[src/rtl/c2c_pkg.sv]
// Shared types and header decode for the C2C outbound link arbiter.
// Header layout: [16] op (1=write), [15:0] bursts-1, upper bits opaque.
package c2c_pkg;

    typedef enum logic [1:0] {
        IDLE = 2'd0,
        HDR  = 2'd1,
        BODY = 2'd2
    } arb_state_t;

    localparam int unsigned C2C_HDR_OP_BIT  = 16;
    localparam int unsigned C2C_HDR_LEN_LSB = 0;
    localparam int unsigned C2C_HDR_LEN_W   = 16;
    localparam int unsigned C2C_HDR_W       = 17;
    localparam int unsigned C2C_ADDR_WORDS  = 2;
    localparam int unsigned C2C_FLEN_W      = C2C_HDR_LEN_W + 2;
    localparam int unsigned C2C_STAT_W      = 16;

    // Total words in a frame: header + address words, plus data bursts for writes.
    function automatic logic [C2C_FLEN_W-1:0] c2c_frame_len(input logic [C2C_HDR_W-1:0] hdr);
        logic [C2C_FLEN_W-1:0] len;
        len = C2C_FLEN_W'(1 + C2C_ADDR_WORDS);
        if (hdr[C2C_HDR_OP_BIT]) begin
            len = len + C2C_FLEN_W'(hdr[C2C_HDR_LEN_LSB +: C2C_HDR_LEN_W]) + C2C_FLEN_W'(1);
        end
        return len;
    endfunction

endpackage

[src/rtl/c2c_rr_pick.sv]
// Combinational round-robin search: first set request at or above i_ptr, wrapping.
module c2c_rr_pick
#(
    parameter int unsigned NUM_SRC = 3
) (
    input  logic [NUM_SRC-1:0]         i_req,
    input  logic [$clog2(NUM_SRC)-1:0] i_ptr,
    output logic [$clog2(NUM_SRC)-1:0] o_idx_c,
    output logic                       o_any_c
);

    localparam int unsigned IDX_W = $clog2(NUM_SRC);

    logic [IDX_W-1:0] w_idx_hi;
    logic [IDX_W-1:0] w_idx_lo;
    logic             w_hit_hi;

    // Descending scan leaves the lowest index in each region.
    always_comb begin
        w_idx_hi = '0;
        w_idx_lo = '0;
        w_hit_hi = 1'b0;
        for (int j = int'(NUM_SRC) - 1; j >= 0; j--) begin
            if (i_req[j]) begin
                w_idx_lo = IDX_W'(j);
                if (IDX_W'(j) >= i_ptr) begin
                    w_idx_hi = IDX_W'(j);
                    w_hit_hi = 1'b1;
                end
            end
        end
    end

    assign o_idx_c = w_hit_hi ? w_idx_hi : w_idx_lo;
    assign o_any_c = |i_req;

endmodule

[src/rtl/c2c_tx_arbiter.sv]
// Frame-atomic round-robin arbiter onto the single outbound C2C link stream.
// Optional per-source frame counters: define C2C_TX_ARB_STATS_EN.
module c2c_tx_arbiter
    import c2c_pkg::*;
#(
    parameter int unsigned NUM_SRC = 3,
    parameter int unsigned DATA_W  = 32,
    parameter int unsigned LEN_W   = 16
) (
    input  logic                          clock,
    input  logic                          reset,
    input  logic [NUM_SRC-1:0]            in_valid,
    output logic [NUM_SRC-1:0]            in_ready,
    input  logic [NUM_SRC*DATA_W-1:0]     in_bits,
    output logic                          out_valid,
    input  logic                          out_ready,
    output logic [DATA_W-1:0]             out_bits,
    output logic [$clog2(NUM_SRC)-1:0]    grant_idx,
    output logic                          busy
`ifdef C2C_TX_ARB_STATS_EN
    ,
    input  logic                          stats_clr,
    output logic [NUM_SRC*C2C_STAT_W-1:0] frame_cnt
`endif
);

    localparam int unsigned IDX_W = $clog2(NUM_SRC);
    localparam int unsigned REM_W = LEN_W + 2;

    arb_state_t       r_state;
    arb_state_t       w_state_nxt;
    logic [IDX_W-1:0] r_grant;
    logic [IDX_W-1:0] r_ptr;
    logic [REM_W-1:0] r_rem;
    logic             r_busy;

    logic [IDX_W-1:0] w_pick;
    logic             w_any;
    logic             w_hs;
    logic             w_last;
    logic [REM_W-1:0] w_first_rem;
    logic [DATA_W-1:0] w_src_bits [NUM_SRC];

    c2c_rr_pick #(
        .NUM_SRC (NUM_SRC)
    ) u_pick (
        .i_req   (in_valid),
        .i_ptr   (r_ptr),
        .o_idx_c (w_pick),
        .o_any_c (w_any)
    );

    always_comb begin
        for (int i = 0; i < int'(NUM_SRC); i++) begin
            w_src_bits[i] = in_bits[i*DATA_W +: DATA_W];
        end
    end

    assign w_hs        = out_valid & out_ready;
    assign w_last      = (r_state == BODY) && (r_rem == REM_W'(1));
    assign w_first_rem = REM_W'(c2c_frame_len(out_bits[C2C_HDR_W-1:0])) - REM_W'(1);

    always_ff @(posedge clock or posedge reset) begin
        if (reset) begin
            r_state <= IDLE;
        end else begin
            r_state <= w_state_nxt;
        end
    end

    always_comb begin
        w_state_nxt = r_state;
        case (r_state)
            IDLE:    if (w_any)           w_state_nxt = HDR;
            HDR:     if (w_hs)            w_state_nxt = BODY;
            BODY:    if (w_hs && w_last)  w_state_nxt = IDLE;
            default:                      w_state_nxt = IDLE;
        endcase
    end

    // Zero-latency pass-through of the granted source while a frame is open.
    always_comb begin
        out_valid = 1'b0;
        out_bits  = '0;
        in_ready  = '0;
        if (r_state != IDLE) begin
            out_valid          = in_valid[r_grant];
            out_bits           = w_src_bits[r_grant];
            in_ready[r_grant]  = out_ready;
        end
    end

    // Grant, remaining-word count and round-robin pointer.
    always_ff @(posedge clock or posedge reset) begin
        if (reset) begin
            r_grant <= '0;
            r_ptr   <= '0;
            r_rem   <= '0;
            r_busy  <= 1'b0;
        end else begin
            case (r_state)
                IDLE: begin
                    if (w_any) begin
                        r_grant <= w_pick;
                        r_busy  <= 1'b1;
                    end
                end
                HDR: begin
                    if (w_hs) begin
                        r_rem <= w_first_rem;
                    end
                end
                BODY: begin
                    if (w_hs) begin
                        r_rem <= r_rem - REM_W'(1);
                        if (w_last) begin
                            r_busy <= 1'b0;
                            r_ptr  <= (r_grant == IDX_W'(NUM_SRC - 1)) ? '0 : r_grant + IDX_W'(1);
                        end
                    end
                end
                default: begin
                    r_busy <= 1'b0;
                end
            endcase
        end
    end

    assign grant_idx = r_grant;
    assign busy      = r_busy;

`ifdef C2C_TX_ARB_STATS_EN
    // Per-source completed-frame counters; clear wins over a same-cycle increment.
    always_ff @(posedge clock or posedge reset) begin
        if (reset) begin
            frame_cnt <= '0;
        end else if (stats_clr) begin
            frame_cnt <= '0;
        end else if (w_hs && w_last) begin
            for (int i = 0; i < int'(NUM_SRC); i++) begin
                if (IDX_W'(i) == r_grant) begin
                    frame_cnt[i*C2C_STAT_W +: C2C_STAT_W] <=
                        frame_cnt[i*C2C_STAT_W +: C2C_STAT_W] + C2C_STAT_W'(1);
                end
            end
        end
    end
`endif

endmodule

[config.mk]
export PLATFORM = sky130hd
export DESIGN_NAME = c2c_tx_arbiter
export DESIGN_NICKNAME = d
export VERILOG_FILES = /design/src/rtl/c2c_pkg.sv /design/src/rtl/c2c_rr_pick.sv /design/src/rtl/c2c_tx_arbiter.sv
export SDC_FILE = /design/constraint.sdc
export NUM_CORES = 1
export LEC_CHECK = 0
export ABC_AREA = 1
export BUFFER_PORTS_ARGS = -buffer_cell sky130_fd_sc_hd__buf_2
export CAP_MARGIN = 20
export CORE_AREA = 10 10 94 96
export CTS_CLUSTER_SIZE = 8
export DETAILED_ROUTE_END_ITERATION = 7
export DIE_AREA = 0 0 104 106
export HOLD_SLACK_MARGIN = 0.1
export PLACE_DENSITY = 0.86
export SLEW_MARGIN = 20
export SYNTH_ARGS = -nofsm -noshare
export SYNTH_HDL_FRONTEND = slang
export SYNTH_SLANG_ARGS = --single-unit
[constraint.sdc]
create_clock -name clock -period 4.9 [get_ports clock]
set_input_delay 0.98 -clock clock [delete_from_list [all_inputs] [get_ports clock]]
set_output_delay 0.98 -clock clock [all_outputs]
set_load 0.01 [all_outputs]
# After elaboration in Yosys (flattened, before gate mapping)
# Cells that the tools add are included.
word_totals:
  ff_bits: 25
  in_bits: 102
  output_inout_bits: 39
classes:
  addsub: 5
  order_cmp: 6
  n_eq_ne: 9
  n_mux: 39
  n_bitwise: 4
  reduce_logical: 12
op_table:
  columns: ["op", "n"]
  rows:
  - ["$mux W32", 3]
  - ["$bmux W32 S2", 1]
  - ["$mux W18", 3]
  - ["$pmux W18 S2", 1]
  - ["$sub A18 B1 Y18 const B", 2]
  - ["$mux W2", 14]
  - ["$add A17 B1 Y18 const B", 1]
  - ["$eq A18 B1 Y1 const B", 1]
  - ["$add A2 B16 Y17 const A", 1]
  - ["$mux W1", 12]
  - ["$reduce_and A3 Y1", 3]
  - ["$ne A2 B2 Y1 const B", 3]
  - ["$pmux W2 S3", 1]
  - ["$eq A2 B2 Y1 const B", 2]
  - ["$ge A1 B2 Y1 const A", 2]
  - ["$ne A2 B1 Y1 const B", 2]
  - ["$reduce_and A4 Y1", 1]
  - ["$reduce_bool A2 Y1", 2]
  - ["$and A3 B3 Y3", 1]
  - ["$ge A3 B3 Y1 const B", 1]
  - ["$logic_and A1 B1 Y1", 3]
  - ["$lt A2 B3 Y1 const B", 1]
  - ["$mux W3", 1]
  - ["$not A2 Y3", 1]
  - ["12 further kinds", 12]

# Longest topological paths before layout
# Gate-level depths: netlist of the first run.
depth:
  word_depth: 11
  ltp_mapped: 22
  mapped_depth_nobuf: 19

# Modules after synthesis
# Synthesis of the first run repeated with hierarchy kept, for this count alone.
hier_totals:
  cells_unflattened: 629
  area_unflattened_um2: 3709.8
by_module_without_submodules:
  columns: ["mod", "n_inst", "cells_per_inst", "area_each_um2"]
  rows:
  - ["c2c_tx_arbiter", 1, 613, 3643.5]
  - ["c2c_rr_pick", 1, 16, 66.3]

# Least setup slack after synthesis of the first run
# No wires, ideal clock.
synth_path:
  path_type: "input -> register"
  from: "in in_bits[80]"
  to: "reg r_rem[16]"
  t_arrival_ns: 2.667
  required_time_ns: 4.827
  path_slack_ns: 2.160
  cell_stages: 19
  n_path_buf: 1
  path_cell_list: "nand3_2 -> nand3_4 -> nand2_4 -> inv_6 -> buf_12 -> nand2_4 -> inv_1 -> ha_1 -> o21a_1 -> nand2_1 -> nor2_2 -> nand3_1 -> clkinv_2 -> nand2_2 -> nor2_4 -> nand2_1 -> nand2_1 -> nand3_1 -> a21oi_2"
synth_via:
  elab_chain_len: 8
synth_rtl:
  columns: ["item", "line_no", "text"]
  rows:
  - ["start, declared", "c2c_tx_arbiter.sv:14", "input logic [NUM_SRC*DATA_W-1:0] in_bits,"]
  - ["$bmux W32 S2", "c2c_tx_arbiter.sv:88", "out_bits = w_src_bits[r_grant];"]
  - ["$mux W32 (not written as such) (2 in a row)", "c2c_tx_arbiter.sv:88", null]
  - ["$mux W32", "c2c_tx_arbiter.sv:86", "if (r_state != IDLE) begin"]
  - ["net out_bits[16]", "c2c_tx_arbiter.sv:17", "output logic [DATA_W-1:0] out_bits,"]
  - ["$mux W18", "c2c_pkg.sv:23", "if (hdr[C2C_HDR_OP_BIT]) begin"]
  - ["$sub A18 B1 Y18", "c2c_tx_arbiter.sv:61", "assign w_first_rem = REM_W'(c2c_frame_len(out_bits[C2C_HDR_W-1:0])) - REM_W'(1);"]
  - ["$mux W18", "c2c_tx_arbiter.sv:109", "if (w_hs) begin"]
  - ["$pmux W18 S2", "c2c_tx_arbiter.sv:101", "case (r_state)"]
  - ["end signal, assigned", "c2c_tx_arbiter.sv:110", "r_rem <= w_first_rem;"]
  - ["end signal, assigned", "c2c_tx_arbiter.sv:115", "r_rem <= r_rem - REM_W'(1);"]
  - ["end, declared", "c2c_tx_arbiter.sv:34", "logic [REM_W-1:0] r_rem;"]
# The timed path passes the listed nets, and every way through them passes these cells. The select of a mux whose other input is x is not followed.
# A chain may end at the register's enable or synchronous reset.

# Worst setup path in the final report of the first run
layout_path:
  from: "reg r_grant[0] (netlist: grant_idx[0])"
  to: "out out_bits[15]"
layout_via:
  elab_chain_len: 5
layout_rtl:
  columns: ["item", "line_no", "text"]
  rows:
  - ["start, declared", "c2c_tx_arbiter.sv:32", "logic [IDX_W-1:0] r_grant;"]
  - ["start signal, assigned", "c2c_tx_arbiter.sv:104", "r_grant <= w_pick;"]
  - ["$not A2 Y3 (not written as such)", "c2c_tx_arbiter.sv:88", null]
  - ["$bmux W32 S2", "c2c_tx_arbiter.sv:88", null]
  - ["$mux W32 (not written as such) (2 in a row)", "c2c_tx_arbiter.sv:88", null]
  - ["$mux W32", "c2c_tx_arbiter.sv:86", null]
  - ["end, declared", "c2c_tx_arbiter.sv:17", null]
# No other way between the ends. The select of a mux whose other input is x is not followed.

==> flow_summary.toml, run 1 <==
[pwr]
p_leak_nw = 2.516
power.density_mw_per_mm2 = 535.8
power.total_w = 0.002366
ir_drop_v = 0.0002464

[place]
io_buffers = 140
dp_worst_setup_slack_ns = 1.650
dp.cells = 832
gp_congestion = 0.9354
dp_hpwl_um = 10170

[logic_synthesis]
ys.flop_type = "dfrtp_1"
synth_enable_flop_cells = 0
yosys-mux-area-fraction_pct = 0
synthXorXnorAreaFrac_pct = 0.4706
synthSimpleGateAreaFrac_pct = 53.71
postSynth.asyncResetShare_pct = 100.0
synth-compound-area-share_pct = 11.97
syn_nets = 721
synth_cells = 615
synth_top_family_by_area = "simple AND/OR/NAND/NOR gates"
ys_seq_area_share_pct = 16.81
synth_cell_types = 43
ys_warn_count = 0
yosysTopAreaCellShare_pct = 17.55
avgSynthCellArea_um2 = 6.053
synth_area_mm2 = 0.003722
yosysTopAreaCell = "nand2_1"
synthTopCellsByArea = "nand2_1, dfrtp_1, nand3_1"
synthAdderAreaFrac_pct = 1.345
synth_seq_cells = 25

[sta]
fmax_mhz = 301.9
fin_crit_sh_pct = 67.59
rsz0062_at_grt = "no"
fin_ws_ns = 1.588
fin_skew_ns = 0.002449
tightest_slew_ns = 0.8183
relSlewSlack_pct = 45.45
hold_viol = 0
period_needed_ns = 3.312
setup-violations-final = 0
final_max_slew_viol_count = 0
tns_ns = 0

[global_routing]
grt_pass1_vias = 4335
grt-ovfl-total = 0
grt.total_usage_pct = 20.65
grt_max_degree = 33
grt_pass1_wl_um = 19730
antenna_found_initial = 0

[job]
drv_cap = 0

[final_layout]
diodes = 0
synthToLayoutAreaGrowth_pct = 18.62
nets = 845
final_layout_size_suffix_gt1_share_pct = 30.22
stdcell_count = 837

[floorplan]
initial_core_util_pct = 52.73
core-area_mm2 = 0.007059
die_y_um = 106
die_area_mm2 = 0.01102
die_w_um = 104
pin_count = 141
fp-row-count = 31

[cts]
ctsHoldBuffers = 0
cts_setup_buffers = 0
clk_pin_slew_ns = 0.09
clock_path_buffers = 2
clock-sinks = 25
cts_root_buf = "clkbuf_8"
cts_made_buffers = 3
cts_resized = 0
insertion_delay_ns = 0.27
h-tree-depth = 1
tritoncts = "yes"

[route]
drt_iter0_drc = 304
viasPerCell = 5.302
drc = 0
wl_per_cell_um = 14.34
first_pass_iters = 5
vias = 4438
drt-total-wl_um = 12000
ant_nets = 0

[setup_path]
arrival_ns = 2.33
cp_max_fo = 20
critPathCaptureType = "output pin"
cp.required_ns = 3.92
start_kind = "flop"
path_class = "flop to output pin"

[status]
outcome = "finished, final reports clean"

[worst_hold_path]
hold_path_class = "flop to flop"
kinds of logic after synthesis:
kind of cell / after synthesis
xor+xnor: 2
compound gates: 76
flops: 25
buf+inv: 116
simple gates: 392
fa+ha+maj: 4
path summary, 6_finish.rpt:
check                              from      endpoint  slack, ns  cells after the start
max                        grant_idx[0]  out_bits[15]       1.59                      7
min in group asynchronous         reset      r_rem[7]       0.71                      2
min reg2reg                    r_ptr[0]      r_ptr[0]       0.52                      2
min                            r_ptr[0]      r_ptr[0]       0.52                      2
max reg2reg                grant_idx[0]     r_rem[15]       1.61                     10
max in group asynchronous         reset      r_rem[4]       3.75                      3
cells in the final DEF, fill, tap and decap left out, types with 3 or more instances in the layout:
cell and instances:
a21boi_1 3, a21oi_1 18, a21oi_2 3, a22oi_1 5
a31oi_1 3, buf_2 140, buf_4 3, clkbuf_8 3
dfrtp_1 25, ha_1 4, inv_1 79, inv_2 8
inv_6 3, nand2_1 174, nand2_2 9, nand2_4 4
nand3_1 87, nand3_2 21, nand3_4 5, nand3b_1 3
nand4_1 11, nor2_1 51, nor2_2 5, nor2_4 10
nor3_1 6, o21ai_0 34, or2_2 3
report_power, final:
group	total [W]	internal, W	leakage (nW)	switching, W
clock network	0.000124	0.0000582	0.0228	0.0000657
logic	0.00184	0.000603	2.19	0.00124
registers	0.000399	0.000295	0.305	0.000104
total	0.00237	0.000956	2.52	0.00141
area by class of cell:
type                    instances  area (um2)
well taps                      99       123.9
flip-flops and latches         25       625.6
clock buffers                   4       45.04
multi-input cells             474        2512
inverters                      91       357.8
fillers                       663        2644
repair buffers                144       750.7
worst max-delay path, stage by stage, from the launching register on:
cell	delay [ns]
dfrtp_1	0.87
inv_6	0.15
nor2_4	0.41
nand2_1	0.10
nand3_1	0.19
nand2_1	0.12
inv_1	0.09
buf_2	0.13
sequential cells by signal, indices dropped and copies added, names as in the netlist:
register,flops
busy,1
grant_idx,2
r_ptr,2
r_rem,18
r_state,2
synthesized netlist by cell type (2+ instances only):
library cell,instances
a21boi_1,3
a21oi_1,18
a21oi_2,3
a22oi_1,5
a2bb2oi_1,2
a31oi_1,3
buf_2,3
buf_6,13
clkbuf_1,6
dfrtp_1,25
ha_1,4
inv_1,79
inv_2,8
inv_6,3
nand2_1,174
nand2_2,9
nand2_4,4
nand3_1,87
nand3_2,21
nand3_4,5
nand3b_1,3
nand4_1,11
nor2_1,51
nor2_2,5
nor2_4,10
nor3_1,6
o21ai_0,34
o21ai_1,2
or2_2,3
xor2_1,2
through the flow:
| step | utilization, % | instance area [um2] | hold WS, ns |
|---|---|---|---|
| after floorplan | - | 3722 | 0.4660 |
| after global routing | 62.55 | 4415 | 0.5594 |
| after global placement | 61.52 | 4343 | 0.4940 |
| final | 62.55 | 4415 | 0.5230 |
| after detailed placement | 61.52 | 4343 | 0.5060 |
| after CTS | 62.16 | 4388 | 0.5259 |
metal layers:
layer	vias up	wire, um	track usage, %
li1	2237	-	-
met1	1980	4647	22.75
met2	193	5973	38.04
met3	28	1097	5.978
met4	0	280	5.368
met5	-	0	0
(Power assumes the default switching activity.)
==> run 2: changes to the inputs <==
--- a/config.mk
+++ b/config.mk
@@ -5,15 +5,15 @@
 export SDC_FILE = /design/constraint.sdc
 export NUM_CORES = 1
 export LEC_CHECK = 0
-export ABC_AREA = 1
+export ABC_AREA = 0
 export BUFFER_PORTS_ARGS = -buffer_cell sky130_fd_sc_hd__buf_2
 export CAP_MARGIN = 20
-export CORE_AREA = 10 10 94 96
+export CORE_AREA = 10 10 97 99
 export CTS_CLUSTER_SIZE = 8
 export DETAILED_ROUTE_END_ITERATION = 7
-export DIE_AREA = 0 0 104 106
+export DIE_AREA = 0 0 107 109
 export HOLD_SLACK_MARGIN = 0.1
-export PLACE_DENSITY = 0.86
+export PLACE_DENSITY = 0.78
 export SLEW_MARGIN = 20
 export SYNTH_ARGS = -nofsm -noshare
 export SYNTH_HDL_FRONTEND = slang
==> constraint.sdc (replaced) <==
create_clock -name clock -period 2.79 [get_ports clock]
set_input_delay 0.558 -clock clock [delete_from_list [all_inputs] [get_ports clock]]
set_output_delay 0.558 -clock clock [all_outputs]
set_load 0.01 [all_outputs]
==> run 2 against run 1 <==
Net effect: the run now ends with negative setup slack left; area after synthesis decreased by 11%; die area up 5.8%; global-route usage increased by 0.61 points; clock skew increased by 0.0065 ns; sequential power grew 63%; synthesized cell count shrank 24%; worst setup slack lost 1.7 ns; total power grew 130%; hold slack worse by 0.21 ns; non-clock buffer count up 72; critical path depth increased by 4; clock-buffer cell count stayed put; largest cell class unchanged; highest routed layer unchanged.
==> flow_summary.toml, run 2 <==
[status]
outcome = "complete, but fails checks"
violations = "negative setup slack"

[logic_synthesis]
ys_warn_count = 0
yosysTopAreaCell = "dfrtp_1"
syn_nets = 571
synthTopCellsByCount = "nor2_1, a21oi_1, mux2i_1, nand2_1, o21ai_0"
synth_cell_types = 64
yosysMostFrequentCell = "nor2_1"
ys.flop_type = "dfrtp_1"
ys_seq_area_share_pct = 18.94
synthTopCellsByArea = "dfrtp_1, mux2i_1, nor2_1"
synth_cells = 465
yosysTopAreaCellShare_pct = 18.94
synth_enable_flop_cells = 0
synth_seq_cells = 25
avgSynthCellArea_um2 = 7.104
synth_area_mm2 = 0.003303
postSynth.asyncResetShare_pct = 100.0

[sta]
hold_slack_ns = 0.3133
rsz0062_at_grt = "yes"
fin_ws_ns = -0.1591
period_needed_ns = 2.949
setup-violations-final = 9
final_max_slew_viol_count = 0
fin_skew_ns = 0.008973
fmax_mhz = 339.1
relSlewSlack_pct = 57.10
fin_crit_sh_pct = 105.7
hold_viol = 0
tightest_slew_ns = 0.6377

[job]
drv_cap = 0

[setup_path]
cp_max_fo = 7
start_kind = "flop"
cpMostUsedCell = "nor4_4"
crit_buf_inv = 2
max_stage_delay_ns = 0.51
critPathCaptureType = "flop"
crit_family = "simple AND/OR/NAND/NOR gates"
crit_path_top_delay_cell = "dfrtp_2"
path_cells = "buf_6 -> mux2i_2 -> a2bb2oi_4 -> nor4_4 -> nand3_2 -> a2111oi_4 -> buf_4 -> nor3_4 -> nor4_4 -> xnor2_2 -> o211ai_2"
cp.required_ns = 2.95
path_class = "flop to flop"
arrival_ns = 3.11

[final_layout]
diodes = 0
largest_reg_flops = 18
fin_util_pct = 66.46
regArea_um2 = 628.1
final_area_mm2 = 0.005002
regMostFlops = "r_rem"
mostFrequentLayoutCell = "buf_2"
layout_common_cells = "buf_2, nor2_1, buf_4"
nets = 761
fillCellCount = 641
synthToLayoutAreaGrowth_pct = 51.44
final_layout_size_suffix_gt1_share_pct = 44.34
multi_input_area_mm2 = 0.002838

[place]
io_buffers = 140
gp_congestion = 0.8935
place_area_mm2 = 0.004632
dp_hpwl_um = 10330
dp_worst_setup_slack_ns = -0.1825

[route]
wl_per_cell_um = 17.75
drt-total-wl_um = 13420
vias = 4419
drc = 0
ant_nets = 0
first_pass_iters = 5
viasPerCell = 5.845
drt_iter0_drc = 275

[global_routing]
grt.total_usage_pct = 21.27
grt_pass1_vias = 4434
grt-ovfl-total = 0
grt_pass1_wl_um = 20790
grt_max_degree = 26
antenna_found_initial = 0

[cts]
clk_pin_slew_ns = 0.10
cts_made_buffers = 3
clock-sinks = 25
h-tree-depth = 1
tritoncts = "yes"
cts_root_buf = "clkbuf_8"
insertion_delay_ns = 0.28
clock_path_buffers = 2

[pwr]
seqPwrFrac_pct = 11.9
internal_power_w = 0.002616
p_leak_nw = 2.223
comb_power_share_pct = 83.9
p_sw_w = 0.002874
power.density_mw_per_mm2 = 1097
pwr-share-clk_pct = 4.3
ir_drop_v = 0.0006002
swShare_pct = 52.35

[floorplan]
core-area_mm2 = 0.007527
pin_count = 141
die_area_mm2 = 0.01166
die_y_um = 109
die_w_um = 107
initial_core_util_pct = 43.88
fp-row-count = 32

[worst_hold_path]
hold_path_class = "primary input to async pin"
## run 2: cell types whose count changed in the layout (fill, tap and decap cells not counted), sizes merged, moves of 8 or more
cell,previous run,this run
mux2i,0,36
nand3,113,16
a21oi,21,49
nor4,0,10
nor2,67,79
xnor2,0,9
nand2,187,36
nor3,7,25
inv,90,11
or3,0,8
buf,144,216
## run 2: cells by family after synthesis
logic type	synth area share, %
mux	11.59
xor+xnor	3.182
buf+inv	5.909
simple gates	32.05
compound gates	26.82
fa+ha+maj	1.515
flops	18.94
## run 2: area by class of cell
| class | count | area share (%) |
|---|---|---|
| Inverter | 11 | 0.8254 |
| Timing Repair Buffer | 216 | 26.44 |
| Multi-Input combinational cell | 398 | 56.73 |
| Clock buffer | 4 | 0.9004 |
| Sequential cell | 25 | 12.56 |
| Tap cell | 102 | 2.551 |
## run 2: power by group through the flow
stage	combinational [W]	clock, W	sequential, W
final	0.00460	0.000235	0.000651
after detailed placement	0.00411	0	0.000643
after floorplan	0.00273	0	0.000604
after global placement	0.00401	0	0.000636
after CTS	0.00431	0.000234	0.000640
after global routing	0.00497	0.000248	0.000668
## run 2: final timing paths
| check | slack, ns | to | from | cells after the start |
|---|---|---|---|---|
| min | 0.31 | r_rem[9] | reset | 3 |
| min in group clock | 0.55 | r_rem[11] | r_rem[11] | 2 |
| min reg2reg | 0.55 | r_rem[11] | r_rem[11] | 2 |
| max reg2reg | -0.16 | r_rem[15] | grant_idx[1] | 11 |
| max | -0.16 | r_rem[15] | grant_idx[1] | 11 |
| max in group asynchronous | 2.20 | grant_idx[0] | reset | 3 |
## run 2: what timing repair did
action	in CTS	in global routing
pin swaps	13	12
gates resized for setup	25	26
hold buffers	0	0
setup buffers	6	3
endpoints found under the setup margin	11	16
## run 2: worst reg2reg max path: stages, from the launching register on
cell       delay [ns]
dfrtp_2          0.51
buf_6            0.16
mux2i_2          0.16
a2bb2oi_4        0.18
nor4_4           0.40
nand3_2          0.20
a2111oi_4        0.32
buf_4            0.19
nor3_4           0.07
nor4_4           0.37
xnor2_2          0.17
o211ai_2         0.08
## run 2: routing by layer
layer	GRT usage (%)	wire, um	up-vias
li1	-	-	2074
met1	23.12	4983	2081
met2	39.24	6911	224
met3	6.018	1146	40
met4	6.383	378	0
met5	0	0	-
## run 2: per-stage QoR
stage / setup TNS, ns / instances / total power [W]
floorplan: 0 / 465 / 0.003331
global placement: -0.4341 / 743 / 0.004641
detailed placement: -1.497 / 743 / 0.004753
CTS: -0.07283 / 753 / 0.005184
global route: -2.323 / 756 / 0.005889
finish: -0.8729 / 756 / 0.005489
==> run 3: changes to the inputs <==
--- a/config.mk
+++ b/config.mk
@@ -5,15 +5,15 @@
 export SDC_FILE = /design/constraint.sdc
 export NUM_CORES = 1
 export LEC_CHECK = 0
-export ABC_AREA = 0
+export ABC_AREA = 1
 export BUFFER_PORTS_ARGS = -buffer_cell sky130_fd_sc_hd__buf_2
 export CAP_MARGIN = 20
-export CORE_AREA = 10 10 97 99
+export CORE_AREA = 10 10 134 136
 export CTS_CLUSTER_SIZE = 8
 export DETAILED_ROUTE_END_ITERATION = 7
-export DIE_AREA = 0 0 107 109
+export DIE_AREA = 0 0 144 146
 export HOLD_SLACK_MARGIN = 0.1
-export PLACE_DENSITY = 0.78
+export PLACE_DENSITY = 0.47
 export SLEW_MARGIN = 20
 export SYNTH_ARGS = -nofsm -noshare
 export SYNTH_HDL_FRONTEND = slang
==> run 3 against run 2 <==
Net effect: the flow now finishes without violations; worst setup slack better by 0.41 ns; critical path type unchanged; highest routed layer unchanged; first-iteration DRC count down 24%; via count down 0.84%; die area up 80%; combinational power down 20%; non-clock buffer count down 46; flip-flop and latch count unchanged; largest power group unchanged; clock power up 42%.
==> flow_summary.toml, run 3 (synthesized netlist as in run 1, its figures left out) <==
[status]
outcome = "finished, final reports clean"

[sta]
hold_slack_ns = 0.3553
fin_crit_sh_pct = 90.91
final_max_slew_viol_count = 0
period_needed_ns = 2.536
fmax_mhz = 394.3
tns_ns = 0
setup-violations-final = 0
hold_viol = 0
relSlewSlack_pct = 73.82
tightest_slew_ns = 0.3897
fin_skew_ns = 0.003953
rsz0062_at_grt = "no"

[cts]
h-tree-depth = 1
clk_pin_slew_ns = 0.07
clock-sinks = 25
cts_root_buf = "clkbuf_16"
tritoncts = "yes"
insertion_delay_ns = 0.26
cts_made_buffers = 3
clock_path_buffers = 2

[global_routing]
grt_pass1_vias = 4629
grt_max_degree = 26
antenna_found_initial = 0
grt_pass1_wl_um = 23060
grt-ovfl-total = 0
grt.total_usage_pct = 13.24

[floorplan]
die_area_mm2 = 0.02102
initial_core_util_pct = 24.04
fp-row-count = 46
core-area_mm2 = 0.01548
die_w_um = 144
pin_count = 141
die_y_um = 146

[route]
drt_iter0_drc = 208
drt-total-wl_um = 13950
vias = 4382
viasPerCell = 4.584
drc = 0
ant_nets = 0
wl_per_cell_um = 14.59
first_pass_iters = 4

[worst_hold_path]
hold_path_class = "primary input to async pin"

[final_layout]
mostFrequentLayoutCell = "nand2_1"
fin_util_pct = 31.27
final_layout_size_suffix_gt1_share_pct = 33.90
largest_reg_flops = 18
final_area_mm2 = 0.004841
diodes = 0
layout_common_cells = "nand2_1, buf_2, nand3_1"
synthToLayoutAreaGrowth_pct = 30.05
nets = 871
regMostFlops = "r_rem"

[setup_path]
path_class = "flop to flop"
worstSetupStartpoint = "grant_idx[1]"
cp.required_ns = 2.97
path_cells = "buf_12 -> nor2_8 -> buf_12 -> buf_4 -> nand2_4 -> nand3_4 -> nor2_4 -> ha_2 -> o21a_1 -> nand2_2 -> nor2_4 -> nand3_2 -> clkinv_2 -> nand2_2 -> o21ai_0 -> nand3_1 -> a22oi_1"
crit_buf_inv = 4
regToRegStartpoint = "grant_idx[1]"
arrival_ns = 2.72
crit_family = "simple AND/OR/NAND/NOR gates"
critPathCaptureType = "flop"
max_stage_delay_ns = 0.37
crit_path_top_delay_cell = "dfrtp_1"
start_kind = "flop"
cp_max_fo = 12

[pwr]
p_leak_nw = 2.666
power.density_mw_per_mm2 = 964.8
ir_drop_v = 0.0002970

[place]
io_buffers = 140
dp_hpwl_um = 11870
place_area_mm2 = 0.004607
gp_congestion = 0.8537

[job]
drv_cap = 0
==> run 3: cell type report <==
cell class | count | area [um2]
Tap cell | 192 | 240.2
Multi-Input combinational cell | 474 | 2572
Clock buffer | 4 | 78.83
Inverter | 91 | 367.9
Sequential cell | 25 | 626.9
Fill cell | 1775 | 10640
Timing Repair Buffer | 170 | 954.7
==> run 3: layer usage <==
layer | GRT usage, % | share of wire (%)
met5 | 0 | 0
met2 | 21.94 | 46
met3 | 4.373 | 8.0
met1 | 16.15 | 45
met4 | 2.809 | 1.2
==> run 3: repair_timing <==
| action | 4_1_cts | 5_1_grt |
|---|---|---|
| hold buffers | 0 | 0 |
| gates resized for setup | 0 | 19 |
| setup buffers | 0 | 9 |
| setup endpoints to repair | 0 | 10 |
==> run 3: per-stage QoR <==
stage | setup slack (ns) | total power (W) | std cells
floorplan | 0.2622 | 0.003241 | 615
global placement | 0.1530 | 0.004261 | 943
detailed placement | 0.1024 | 0.004242 | 943
CTS | 0.08878 | 0.004594 | 947
global route | 0.0007880 | 0.005202 | 956
finish | 0.2538 | 0.004671 | 956
==> run 3: final timing paths <==
path | endpoint | slack, ns | cells after the start
max | r_rem[12] | 0.25 | 17
min reg2reg | busy | 0.51 | 2
max in group asynchronous | grant_idx[0] | 2.15 | 3
min | r_rem[0] | 0.36 | 3
max reg2reg | r_rem[12] | 0.25 | 17
min in group clock | busy | 0.51 | 2
==> run 3: power breakdown <==
group / leakage [nW] / internal, W / switching, W
Sequential: 0.303 / 0.000521 / 0.000134
Combinational: 2.32 / 0.00130 / 0.00238
Clock: 0.0382 / 0.000196 / 0.000138
==> run 3: worst min-delay path, stage by stage <==
cell	delay (ns)
buf_2	0.10
inv_1	0.04
buf_4	0.32
